`config.mk`:
```
export PLATFORM = sky130hd
export DESIGN_NAME = uart_rx
export DESIGN_NICKNAME = d
export VERILOG_FILES = /design/src/rtl/uart_rx.sv
export SDC_FILE = /design/constraint.sdc
export NUM_CORES = 1
export LEC_CHECK = 0
export BUFFER_PORTS_ARGS = -buffer_cell sky130_fd_sc_hd__buf_2
export CAP_MARGIN = 30
export CORE_ASPECT_RATIO = 0.75
export CORE_UTILIZATION = 35
export CTS_BUF_LIST = sky130_fd_sc_hd__clkbuf_4 sky130_fd_sc_hd__clkbuf_8
export DETAILED_ROUTE_END_ITERATION = 10
export GPL_ROUTABILITY_DRIVEN = 1
export GPL_TIMING_DRIVEN = 0
export PLACE_DENSITY = 0.66
export SYNTH_ARGS = -nofsm -noshare
export SYNTH_HDL_FRONTEND = slang
export SYNTH_SLANG_ARGS = --single-unit
```
`constraint.sdc`:
```
create_clock -name pin3_clk_16mhz -period 1.55 [get_ports pin3_clk_16mhz]
set_input_delay 0 -clock pin3_clk_16mhz [delete_from_list [all_inputs] [get_ports pin3_clk_16mhz]]
set_output_delay 0 -clock pin3_clk_16mhz [all_outputs]
set_load 0.1 [all_outputs]
```
`src/rtl/uart_rx.sv`:
```
// ---------------------------------------------------------------------------
// uart_rx -- UART receiver, LSB first, 8 data bits, 1 stop bit. It runs from
// the 16 MHz board clock and feeds the host-to-FPGA link.
//
// The asynchronous rx_pin goes through a SYNC_STAGES-deep synchronizer. The
// FSM samples every bit at mid-bit. Each received byte is presented on a
// registered valid/ready holding register.
//
// Optional feature macro: UART_RX_PARITY_EN
//   When this macro is defined, an even-parity bit is expected between the
//   data bits and the stop bit, and the parity_err port is added. When it is
//   not defined, the receiver is 8N1 only.
//
// Ports:
//   pin3_clk_16mhz  in   system clock, rising edge
//   pin4_reset      in   synchronous active-high reset
//   rx_pin          in   asynchronous serial line, idles high
//   rx_data         out  [7:0] received byte, valid while rx_valid=1
//   rx_valid        out  byte available, held until accepted
//   rx_ready        in   consumer accepts when rx_valid && rx_ready
//   busy            out  frame in progress (FSM not IDLE)
//   frame_err       out  one-cycle pulse on a bad stop bit
//   parity_err      out  one-cycle pulse on parity mismatch (parity build only)
//   overrun         out  sticky, set when a byte is dropped; cleared by reset
// ---------------------------------------------------------------------------
module uart_rx #(
    parameter int CLKS_PER_BIT = 139,
    parameter int SYNC_STAGES  = 2
) (
    input  logic       pin3_clk_16mhz,
    input  logic       pin4_reset,
    input  logic       rx_pin,
    output logic [7:0] rx_data,
    output logic       rx_valid,
    input  logic       rx_ready,
    output logic       busy,
    output logic       frame_err,
`ifdef UART_RX_PARITY_EN
    output logic       parity_err,
`endif
    output logic       overrun
);

    localparam int CW = $clog2(CLKS_PER_BIT);
    localparam logic [CW-1:0] HALF_CNT = CW'((CLKS_PER_BIT - 1) / 2);
    localparam logic [CW-1:0] FULL_CNT = CW'(CLKS_PER_BIT - 1);

    typedef enum logic [2:0] {
        S_IDLE   = 3'd0,
        S_START  = 3'd1,
        S_DATA   = 3'd2,
        S_PARITY = 3'd3,
        S_STOP   = 3'd4,
        S_BREAK  = 3'd5
    } state_t;

`ifdef UART_RX_PARITY_EN
    // Even parity: the XOR of the data bits and the parity bit must be zero.
    function automatic logic parity_bad(input logic [7:0] data, input logic par_bit);
        return ^{data, par_bit};
    endfunction
`endif

    logic [SYNC_STAGES-1:0] r_sync;
    logic                   w_rx_s;
    state_t                 r_state;
    logic [CW-1:0]          r_cnt;
    logic [2:0]             r_bit_idx;
    logic [7:0]             r_shift;
    logic                   r_par_bad;
    logic [7:0]             r_rx_data;
    logic                   r_rx_valid;
    logic                   r_busy;
    logic                   r_frame_err;
    logic                   r_overrun;
`ifdef UART_RX_PARITY_EN
    logic                   r_parity_err;
`endif

    // Input synchronizer. It resets to the idle-high line level.
    always_ff @(posedge pin3_clk_16mhz) begin
        if (pin4_reset) begin
            r_sync <= {SYNC_STAGES{1'b1}};
        end else begin
            r_sync <= {r_sync[SYNC_STAGES-2:0], rx_pin};
        end
    end

    assign w_rx_s = r_sync[SYNC_STAGES-1];

    // Receive FSM with the baud counter, shift register and output holding register.
    always_ff @(posedge pin3_clk_16mhz) begin
        if (pin4_reset) begin
            r_state      <= S_IDLE;
            r_cnt        <= '0;
            r_bit_idx    <= 3'd0;
            r_shift      <= 8'h00;
            r_par_bad    <= 1'b0;
            r_rx_data    <= 8'h00;
            r_rx_valid   <= 1'b0;
            r_busy       <= 1'b0;
            r_frame_err  <= 1'b0;
            r_overrun    <= 1'b0;
`ifdef UART_RX_PARITY_EN
            r_parity_err <= 1'b0;
`endif
        end else begin
            r_frame_err  <= 1'b0;
`ifdef UART_RX_PARITY_EN
            r_parity_err <= 1'b0;
`endif
            // An acceptance clears valid. A delivery later in this block
            // overrides that.
            if (r_rx_valid && rx_ready) begin
                r_rx_valid <= 1'b0;
            end else begin
                r_rx_valid <= r_rx_valid;
            end

            case (r_state)
                S_IDLE: begin
                    r_cnt     <= '0;
                    r_bit_idx <= 3'd0;
                    r_par_bad <= 1'b0;
                    if (!w_rx_s) begin
                        r_state <= S_START;
                        r_busy  <= 1'b1;
                    end else begin
                        r_state <= S_IDLE;
                        r_busy  <= 1'b0;
                    end
                end

                S_START: begin
                    if (r_cnt == HALF_CNT) begin
                        r_cnt <= '0;
                        // A line that is high again at mid-start is a glitch.
                        // It returns to IDLE silently.
                        if (!w_rx_s) begin
                            r_state <= S_DATA;
                            r_busy  <= 1'b1;
                        end else begin
                            r_state <= S_IDLE;
                            r_busy  <= 1'b0;
                        end
                    end else begin
                        r_cnt <= r_cnt + CW'(1);
                    end
                end

                S_DATA: begin
                    if (r_cnt == FULL_CNT) begin
                        r_cnt              <= '0;
                        r_shift[r_bit_idx] <= w_rx_s;
                        if (r_bit_idx == 3'd7) begin
                            r_bit_idx <= 3'd0;
`ifdef UART_RX_PARITY_EN
                            r_state   <= S_PARITY;
`else
                            r_state   <= S_STOP;
`endif
                        end else begin
                            r_bit_idx <= r_bit_idx + 3'd1;
                        end
                    end else begin
                        r_cnt <= r_cnt + CW'(1);
                    end
                end

`ifdef UART_RX_PARITY_EN
                S_PARITY: begin
                    if (r_cnt == FULL_CNT) begin
                        r_cnt   <= '0;
                        r_state <= S_STOP;
                        // On a mismatch the byte is discarded, but the stop bit is still checked.
                        if (parity_bad(r_shift, w_rx_s)) begin
                            r_parity_err <= 1'b1;
                            r_par_bad    <= 1'b1;
                        end else begin
                            r_par_bad    <= 1'b0;
                        end
                    end else begin
                        r_cnt <= r_cnt + CW'(1);
                    end
                end
`endif

                S_STOP: begin
                    if (r_cnt == FULL_CNT) begin
                        r_cnt <= '0;
                        if (w_rx_s) begin
                            r_state <= S_IDLE;
                            r_busy  <= 1'b0;
                            if (!r_par_bad) begin
                                // The new byte is loaded only if the holding
                                // register is empty or is being accepted this
                                // edge. Otherwise the new byte is dropped.
                                if (!r_rx_valid || rx_ready) begin
                                    r_rx_data  <= r_shift;
                                    r_rx_valid <= 1'b1;
                                end else begin
                                    r_overrun  <= 1'b1;
                                end
                            end else begin
                                r_overrun <= r_overrun;
                            end
                        end else begin
                            r_frame_err <= 1'b1;
                            r_state     <= S_BREAK;
                            r_busy      <= 1'b1;
                        end
                    end else begin
                        r_cnt <= r_cnt + CW'(1);
                    end
                end

                S_BREAK: begin
                    // The FSM waits for the line to go high, so a held-low
                    // line does not produce repeated frames.
                    r_cnt <= '0;
                    if (w_rx_s) begin
                        r_state <= S_IDLE;
                        r_busy  <= 1'b0;
                    end else begin
                        r_state <= S_BREAK;
                        r_busy  <= 1'b1;
                    end
                end

                default: begin
                    r_state <= S_IDLE;
                    r_busy  <= 1'b0;
                    r_cnt   <= '0;
                end
            endcase
        end
    end

    assign rx_data    = r_rx_data;
    assign rx_valid   = r_rx_valid;
    assign busy       = r_busy;
    assign frame_err  = r_frame_err;
    assign overrun    = r_overrun;
`ifdef UART_RX_PARITY_EN
    assign parity_err = r_parity_err;
`endif

endmodule

```
==> results of run 1 <==
[final cells by class]
type,count,share of cell area (%)
buffer,7,2.82
clock buffer,6,3.31
clock inverter,1,0.217
inverter,4,0.651
multi-input combinational,127,44.3
sequential,36,32.3
tap,57,3.09
timing repair buffer,41,13.4
[critical path, stage by stage, from the launching register on]
cell and delay [ps]:
dfxtp_2 330, buf_6 120, or3b_4 420, nor2_4 100
or4b_1 430, a21oi_1 140
[metrics by stage]
step	power (uW)	hold WS, ps	std cells
5_1_grt	1710	82.5	279
4_1_cts	1650	62.3	265
3_5_place_dp	1010	188	246
6_report	1660	44.5	279
2_1_floorplan	998	104	174
3_3_place_gp	1010	183	246
[sequential cells by signal, indices dropped and copies added, names as in the netlist, 2 cells and up]
register	count
r_bit_idx	3
rx_data	8
r_shift	8
r_sync	2
r_cnt	8
r_state	3
[Yosys cell counts, types with 2 or more instances]
library cell,instances
a21oi_1,10
and2_1,2
and3_1,2
buf_2,4
clkbuf_1,3
dfxtp_1,36
ha_1,5
inv_1,3
mux2i_1,16
nand2_1,15
nand2b_1,2
nand3_1,6
nand4_1,5
nor2_1,22
nor2b_1,3
o21ai_0,5
or2_2,3
or3b_2,2
xor2_1,6
[timing repair]
action | in CTS | in global routing
endpoints found under the hold margin | 1 | 0
setup buffers | 11 | 13
resized for setup | 36 | 26
gates cloned | 0 | 1
endpoints found under the setup margin | 34 | 31
hold buffers | 1 | 0
pin swaps | 7 | 19
[kinds of logic (layout without fill, tap and decap cells)]
kind of cell             after synthesis  in the layout  synth area share (%)
multiplexers                          16             16                  9.73
AO/OA/AOI/OAI                         24             24                  9.81
XOR/XNOR                               7              7                  3.73
AND/OR/NAND/NOR                       75             75                  26.3
flip-flops                            36             36                  43.8
buffers and inverters                 11             59                  2.81
adder cells (fa/ha/maj)                5              5                  3.80
[routing by layer]
metal / global-route usage [%] / up-vias
met5: 0 / -
met1: 22.1 / 684
met4: 6.12 / 0
met2: 25.2 / 40
met3: 4.74 / 6
li1: - / 711
[power groups by stage]
stage	Combinational [uW]	Sequential, uW	Clock (uW)
floorplan	38.0	960	0
global placement	60.1	954	0
detailed placement	60.5	954	0
CTS	71.2	929	653
global route	93.4	927	685
finish	86.1	927	645
[path summary, 6_finish.rpt]
kind,start,end,slack [ps],depth (start not counted)
hold / removal,rx_ready,overrun,40,4
hold reg to reg,r_sync[0],r_sync[1],410,1
setup reg to reg,r_state[0],r_bit_idx[0],-70,5
setup / recovery,r_state[0],r_bit_idx[0],-70,5
==> flow_summary.ini, run 1 <==
[clocking]
root_buffer = clkbuf_8
cts_tree = done
numCtsBuffers = 5
htreeDepth = 2
cts_sinks = 36
clockBufferDepth = 2
clk_latency_ps = 280
path_clk_slew_ps = 70

[power]
vdd_drop_max_uv = 406
power_leakage_uw = 0.00103
seq_power_share_pct = 55.9
switchingPower_uw = 376
clockPowerShare_pct = 38.9
pwr-share-comb_pct = 5.2
p_int_uw = 1280
p_per_area_mw_per_mm2 = 719
sw_frac_of_total_pct = 22.7

[route]
route.detailed.drc = 0
wl_per_cell_um = 14.7
viasPerCell = 5.16
vias = 1441
wl_met2_um = 1890
drt_pass1_iterations = 4
drtAntennaViolNets = 0
routed_wirelength_um = 4090
top_layer = met4
dr_wl_met3_um = 180
wl_met1_um = 1940
drtIter0Drc = 67

[logic_synthesis]
synthCells = 174
synth.avg_cell_area_um2 = 9.46
synth_seq_area_share_pct = 43.8
synth_edf_count = 0
yosysTopAreaCellShare_pct = 43.8
yosys_most_used_dff = dfxtp_1
synth.distinct_cells = 43
netlist_area_mm2 = 0.00165
synth_area_leaders = dfxtp_1, mux2i_1, nor2_1
yosys_warnings = 0
synth_top_area_cell = dfxtp_1
synthArstFlopShare_pct = 0
synth_nets = 183
synth-seq-cells = 36

[setup_path]
critPathCaptureType = flip-flop
criticalPathCategory = reg2reg
start_kind = flip-flop
cp_max_fo = 5
worstPathRequired_ps = 1750
cp_data_arrival_time_ps = 1820

[outcome]
outcome = complete, but fails checks
violations = negative setup slack

[timing]
hold_viol_final = 0
period_share_pct = 105
timing.setup.tns_ps = -491
max_slew.worst_pin.slew_ps = 539
maxSlewHeadroom_pct = 64.1
period_needed_ps = 1620
slew_violations = 0
fmax_mhz = 617
setup_viol = 11
grt_setup_unrepaired = yes
fin_ws_ps = -69.9
fin_skew_ps = 4.35

[final_layout]
multi_input_area_mm2 = 0.00102
mostFrequentLayoutCells = dfxtp_1, nor2_1, buf_2
area_growth_pct = 40.2
fillers = 394
utilization_pct = 51.4
final_common_cell = dfxtp_1
final_nets = 231
drive_gt1_share_pct = 42.3
antenna_cells = 0
regArea_um2 = 744
final_cell_area_mm2 = 0.00231

[placement]
io_buffers = 15
place_ws_ps = -288
placed_area_mm2 = 0.00180
place.gp.congestion = 0.788
hpwlAfterDp_um = 2240

[run]
maxCapViolCount = 0

[die]
core_area_mm2 = 0.00449
ios = 16
dieArea_mm2 = 0.00498
fp-row-count = 21
initial_core_util_pct = 36.6
die_h_um = 61.4
die_x_um = 81.2

[global_routing]
grt_overflow = 0
grt_pass1_vias = 1279
grt_max_degree = 11
grt_pass1_wl_um = 6030
grt_usage_pct = 16.4
antenna_found_initial = 0

[worst_hold_path]
hold_class = in2reg
No activity file was read; power rests on OpenSTA's default activity.
==> run 2: changes to the inputs <==
- CTS_BUF_LIST: sky130_fd_sc_hd__clkbuf_4 sky130_fd_sc_hd__clkbuf_8 -> sky130_fd_sc_hd__clkbuf_8
==> run 2 against run 1 <==
Effect of this change: the run still ends with negative setup slack left; register-to-register slack about the same; utilization down 0.25 points; sequential share of layout area up 0.16 points; total power down 1.3%; clock power down 3.3%; worst hold slack worse by 3.8 ps; die area unchanged; first-iteration DRC count down 19%; combinational power down 0.7%; worst setup slack worse by 1.4 ps.
==> flow_summary.ini, run 2 (same netlist as run 1, synthesis figures left out) <==
[global_routing]
grt_pass1_vias = 1280
antenna_found_initial = 0
grt_usage_pct = 16.5
grt_max_degree = 11
grt_overflow = 0
grt_pass1_wl_um = 6030

[placement]
hpwlAfterDp_um = 2240
place_ws_ps = -288
dpl.cell_count = 246
io_buffers = 15
place.gp.congestion = 0.788
placed_area_mm2 = 0.00180

[power]
power_leakage_uw = 0.00103
vdd_drop_max_uv = 405
p_per_area_mw_per_mm2 = 713
p_total_uw = 1640

[clocking]
root_buffer = clkbuf_8
clockBufferDepth = 2
clk_latency_ps = 280
cts_tree = done
numCtsBuffers = 5
cts_sinks = 36
path_clk_slew_ps = 70
htreeDepth = 2

[final_layout]
final_cell_area_mm2 = 0.00230
multi_input_area_mm2 = 0.00101
antenna_cells = 0
drive_gt1_share_pct = 41.4
area_growth_pct = 39.5
regArea_um2 = 744
final_common_cell = dfxtp_1
final_cells = 279
mostFrequentLayoutCells = dfxtp_1, nor2_1, buf_2
fillers = 395
final_nets = 231

[timing]
grt_setup_unrepaired = yes
fin_ws_ps = -71.3
setup_viol = 11
timing.setup.tns_ps = -422
period_share_pct = 105
fin_skew_ps = 3.55
maxSlewHeadroom_pct = 64.0
hold_viol_final = 0
fmax_mhz = 617
slew_violations = 0
max_slew.worst_pin.slew_ps = 540
period_needed_ps = 1620

[die]
core_area_mm2 = 0.00449
initial_core_util_pct = 36.6
ios = 16
die_x_um = 81.2
die_h_um = 61.4
dieArea_mm2 = 0.00498
fp-row-count = 21

[route]
route.detailed.drc = 0
wl_per_cell_um = 14.6
drt_pass1_iterations = 4
vias = 1442
routed_wirelength_um = 4080
viasPerCell = 5.17
drtAntennaViolNets = 0
drtIter0Drc = 54

[setup_path]
start_kind = flip-flop
criticalPathCategory = reg2reg
worstPathRequired_ps = 1760
cp_data_arrival_time_ps = 1830
critPathCaptureType = flip-flop
cp_max_fo = 5

[outcome]
violations = negative setup slack
outcome = complete, but fails checks

[run]
maxCapViolCount = 0

[worst_hold_path]
hold_class = in2reg
run 2: changes by cell type in the layout (fill, tap and decap cells not counted):
cell | previous run | this run
clkbuf_4 | 1 | 0
inv_1 | 2 | 3
nor2_1 | 19 | 20
nor2_4 | 2 | 1
run 2: final cells by class:
type,instances,share of cell area [%]
clock inverter,2,0.381
multi-input combinational,127,44.1
sequential,36,32.4
clock buffer,5,3.00
inverter,4,0.654
buffer,7,2.83
tap,57,3.11
timing repair buffer,41,13.5
run 2: worst paths after layout:
path / start / to / slack [ps] / cells after the start
worst min register to register: r_sync[0] / r_sync[1] / 410 / 1
worst max-delay path: r_state[0] / r_bit_idx[0] / -70 / 5
worst max register to register: r_state[0] / r_bit_idx[0] / -70 / 5
worst min-delay path: rx_ready / overrun / 40 / 4
run 2: report_power, final:
group	internal [uW]	switching [uW]	total (uW)	leakage (uW)
Sequential	923	3.90	927	0.000297
Clock	299	325	624	0.0000452
Combinational	36.2	49.3	85.5	0.000687
run 2: what timing repair did:
action | CTS | global route
hold buffers | 1 | 0
gates resized for setup | 36 | 24
endpoints found under the setup margin | 34 | 31
setup buffers | 11 | 13
pin swaps | 7 | 15
endpoints found under the hold margin | 1 | 0
cloned | 0 | 1
run 2: through the flow:
| stage | hold slack (ps) | utilization [%] |
|---|---|---|
| floorplan | 104 | - |
| global placement | 183 | 40.0 |
| detailed placement | 188 | 40.0 |
| CTS | 58.2 | 46.8 |
| global route | 79.1 | 51.1 |
| finish | 40.7 | 51.1 |
run 2: critical path, cell delays in order, from the launching register on:
cell,delay [ps]
dfxtp_2,330
buf_6,120
or3b_4,420
nor2_4,100
or4b_1,430
a21oi_1,140
run 2: routing by layer:
metal | vias to the layer above | share of wire, % | track usage, %
li1 | 711 | - | -
met1 | 677 | 46 | 22.0
met2 | 46 | 47 | 25.3
met3 | 8 | 4.6 | 4.74
met4 | 0 | 2.3 | 6.89
met5 | - | 0 | 0
==> run 3: changes to the inputs <==
- CORE_ASPECT_RATIO: 0.75 -> 0.9
- PLACE_DENSITY: 0.66 -> unset
==> run 3 against run 2 <==
Effect of this change: the run still ends with negative setup slack left; fmax down 2.2%; worst setup slack worse by 36 ps; wire length down 11%; cell area down 2.8%; sequential power about the same; sequential cell count unchanged; via count down 4.9%; worst hold slack worse by 5.2 ps; critical path type unchanged; critical endpoint unchanged; largest power group unchanged.
==> flow_summary.ini, run 3 (same netlist as run 1, synthesis figures left out) <==
[outcome]
outcome = complete, but fails checks
violations = negative setup slack

[timing]
hold_viol_final = 0
fin_ws_ps = -107
grt_setup_unrepaired = yes
fin_skew_ps = 7.09
slew_violations = 0
maxSlewHeadroom_pct = 64.2
period_needed_ps = 1660
fmax_mhz = 603
max_slew.worst_pin.slew_ps = 537
period_share_pct = 107
setup_viol = 1
whs_ps = 35.5

[route]
vias = 1371
drt_pass1_iterations = 4
routed_wirelength_um = 3640
drtIter0Drc = 24
wl_per_cell_um = 13.2
viasPerCell = 4.99
drtAntennaViolNets = 0
route.detailed.drc = 0

[final_layout]
area_growth_pct = 35.6
mostFrequentLayoutCells = dfxtp_1, nor2_1, mux2i_1
drive_gt1_share_pct = 38.5
final_cell_area_mm2 = 0.00223
final_common_cell = dfxtp_1
final_nets = 221
antenna_cells = 0

[setup_path]
path_cells = buf_6, or3b_4, nor2_4, or4b_4, a21oi_2
cp_data_arrival_time_ps = 1880
start_kind = flip-flop
slowest_stage = or4b_4
cp_max_fo = 10
worstPathRequired_ps = 1770
max_stage_delay_ps = 460
critPathCaptureType = flip-flop
criticalPathCategory = reg2reg

[die]
initial_core_util_pct = 36.6
die_h_um = 67.0
fp-row-count = 23
dieArea_mm2 = 0.00498
ios = 16
die_x_um = 74.3
core_area_mm2 = 0.00449

[placement]
io_buffers = 15
place.gp.congestion = 0.810
place_ws_ps = -258
placed_area_mm2 = 0.00180
hpwlAfterDp_um = 2210

[power]
switchingPower_uw = 405
pwr-share-comb_pct = 4.6
vdd_drop_max_uv = 540
seq_power_share_pct = 54.2
clockPowerShare_pct = 41.2
p_int_uw = 1310
p_per_area_mw_per_mm2 = 769
power_leakage_uw = 0.000979
sw_frac_of_total_pct = 23.6

[global_routing]
grt_pass1_wl_um = 5790
grt_usage_pct = 15.9
antenna_found_initial = 0
grt_overflow = 0
grt_max_degree = 12
grt_pass1_vias = 1185

[run]
maxCapViolCount = 0

[worst_hold_path]
hold_class = in2reg

[clocking]
clk_latency_ps = 290
path_clk_slew_ps = 80
cts_tree = done
root_buffer = clkbuf_8
clockBufferDepth = 2
htreeDepth = 2
cts_sinks = 36
numCtsBuffers = 5
run 3: metal layers:
layer / vias up / part of all wire (%) / track usage [%]
met3: 6 / 2.4 / 5.45
li1: 688 / - / -
met1: 665 / 48 / 20.3
met4: 0 / 1.6 / 4.95
met5: - / 0 / 0
met2: 12 / 48 / 25.0
run 3: timing repair:
action                     in CTS  in global routing
pin swaps                       7                  4
hold endpoints to repair        1                  0
cloned                          0                  1
setup endpoints to repair      34                 28
resized for setup              33                 19
buffers inserted               12                  2
hold buffers                    1                  0
run 3: layout make-up:
class | instances | area, um2
clock inverter | 2 | 10.0
sequential | 36 | 739
timing repair buffer | 31 | 226
clock buffer | 6 | 82.6
buffer | 7 | 67.6
tap | 62 | 77.6
multi-input combinational | 127 | 1010
fill | 419 | 2260
inverter | 4 | 15.0
run 3: worst paths after layout:
kind | startpoint | cells past startpoint | slack [ps] | end
setup / recovery | r_state[0] | 5 | -110 | r_bit_idx[0]
hold / removal | rx_ready | 4 | 40 | overrun
setup reg to reg | r_state[0] | 5 | -110 | r_bit_idx[0]
hold reg to reg | r_sync[0] | 1 | 410 | r_sync[1]
run 3: power by group through the flow:
| stage | Clock, uW | Combinational (uW) | Sequential (uW) |
|---|---|---|---|
| final | 707 | 78.4 | 930 |
| after global routing | 757 | 84.7 | 931 |
| after CTS | 718 | 75.5 | 931 |
| after detailed placement | 0 | 61.1 | 955 |
| after global placement | 0 | 60.2 | 954 |
| after floorplan | 0 | 38.0 | 960 |
run 3: worst max-delay path, delay by kind of cell, from the launching register on:
kind                   cells  cell delay [ps]
AO/OA/AOI/OAI              1              120
buffers and inverters      1              130
flip-flops                 1              330
AND/OR/NAND/NOR            3              990
run 3: through the flow:
step	total power (uW)	instances	setup TNS, ps	utilization, %
2_1_floorplan	998	174	-36.9	-
3_3_place_gp	1010	251	-5520	40.2
3_5_place_dp	1020	251	-5640	40.2
4_1_cts	1730	272	-101	47.5
5_1_grt	1770	275	-885	49.7
6_report	1720	275	-107	49.7
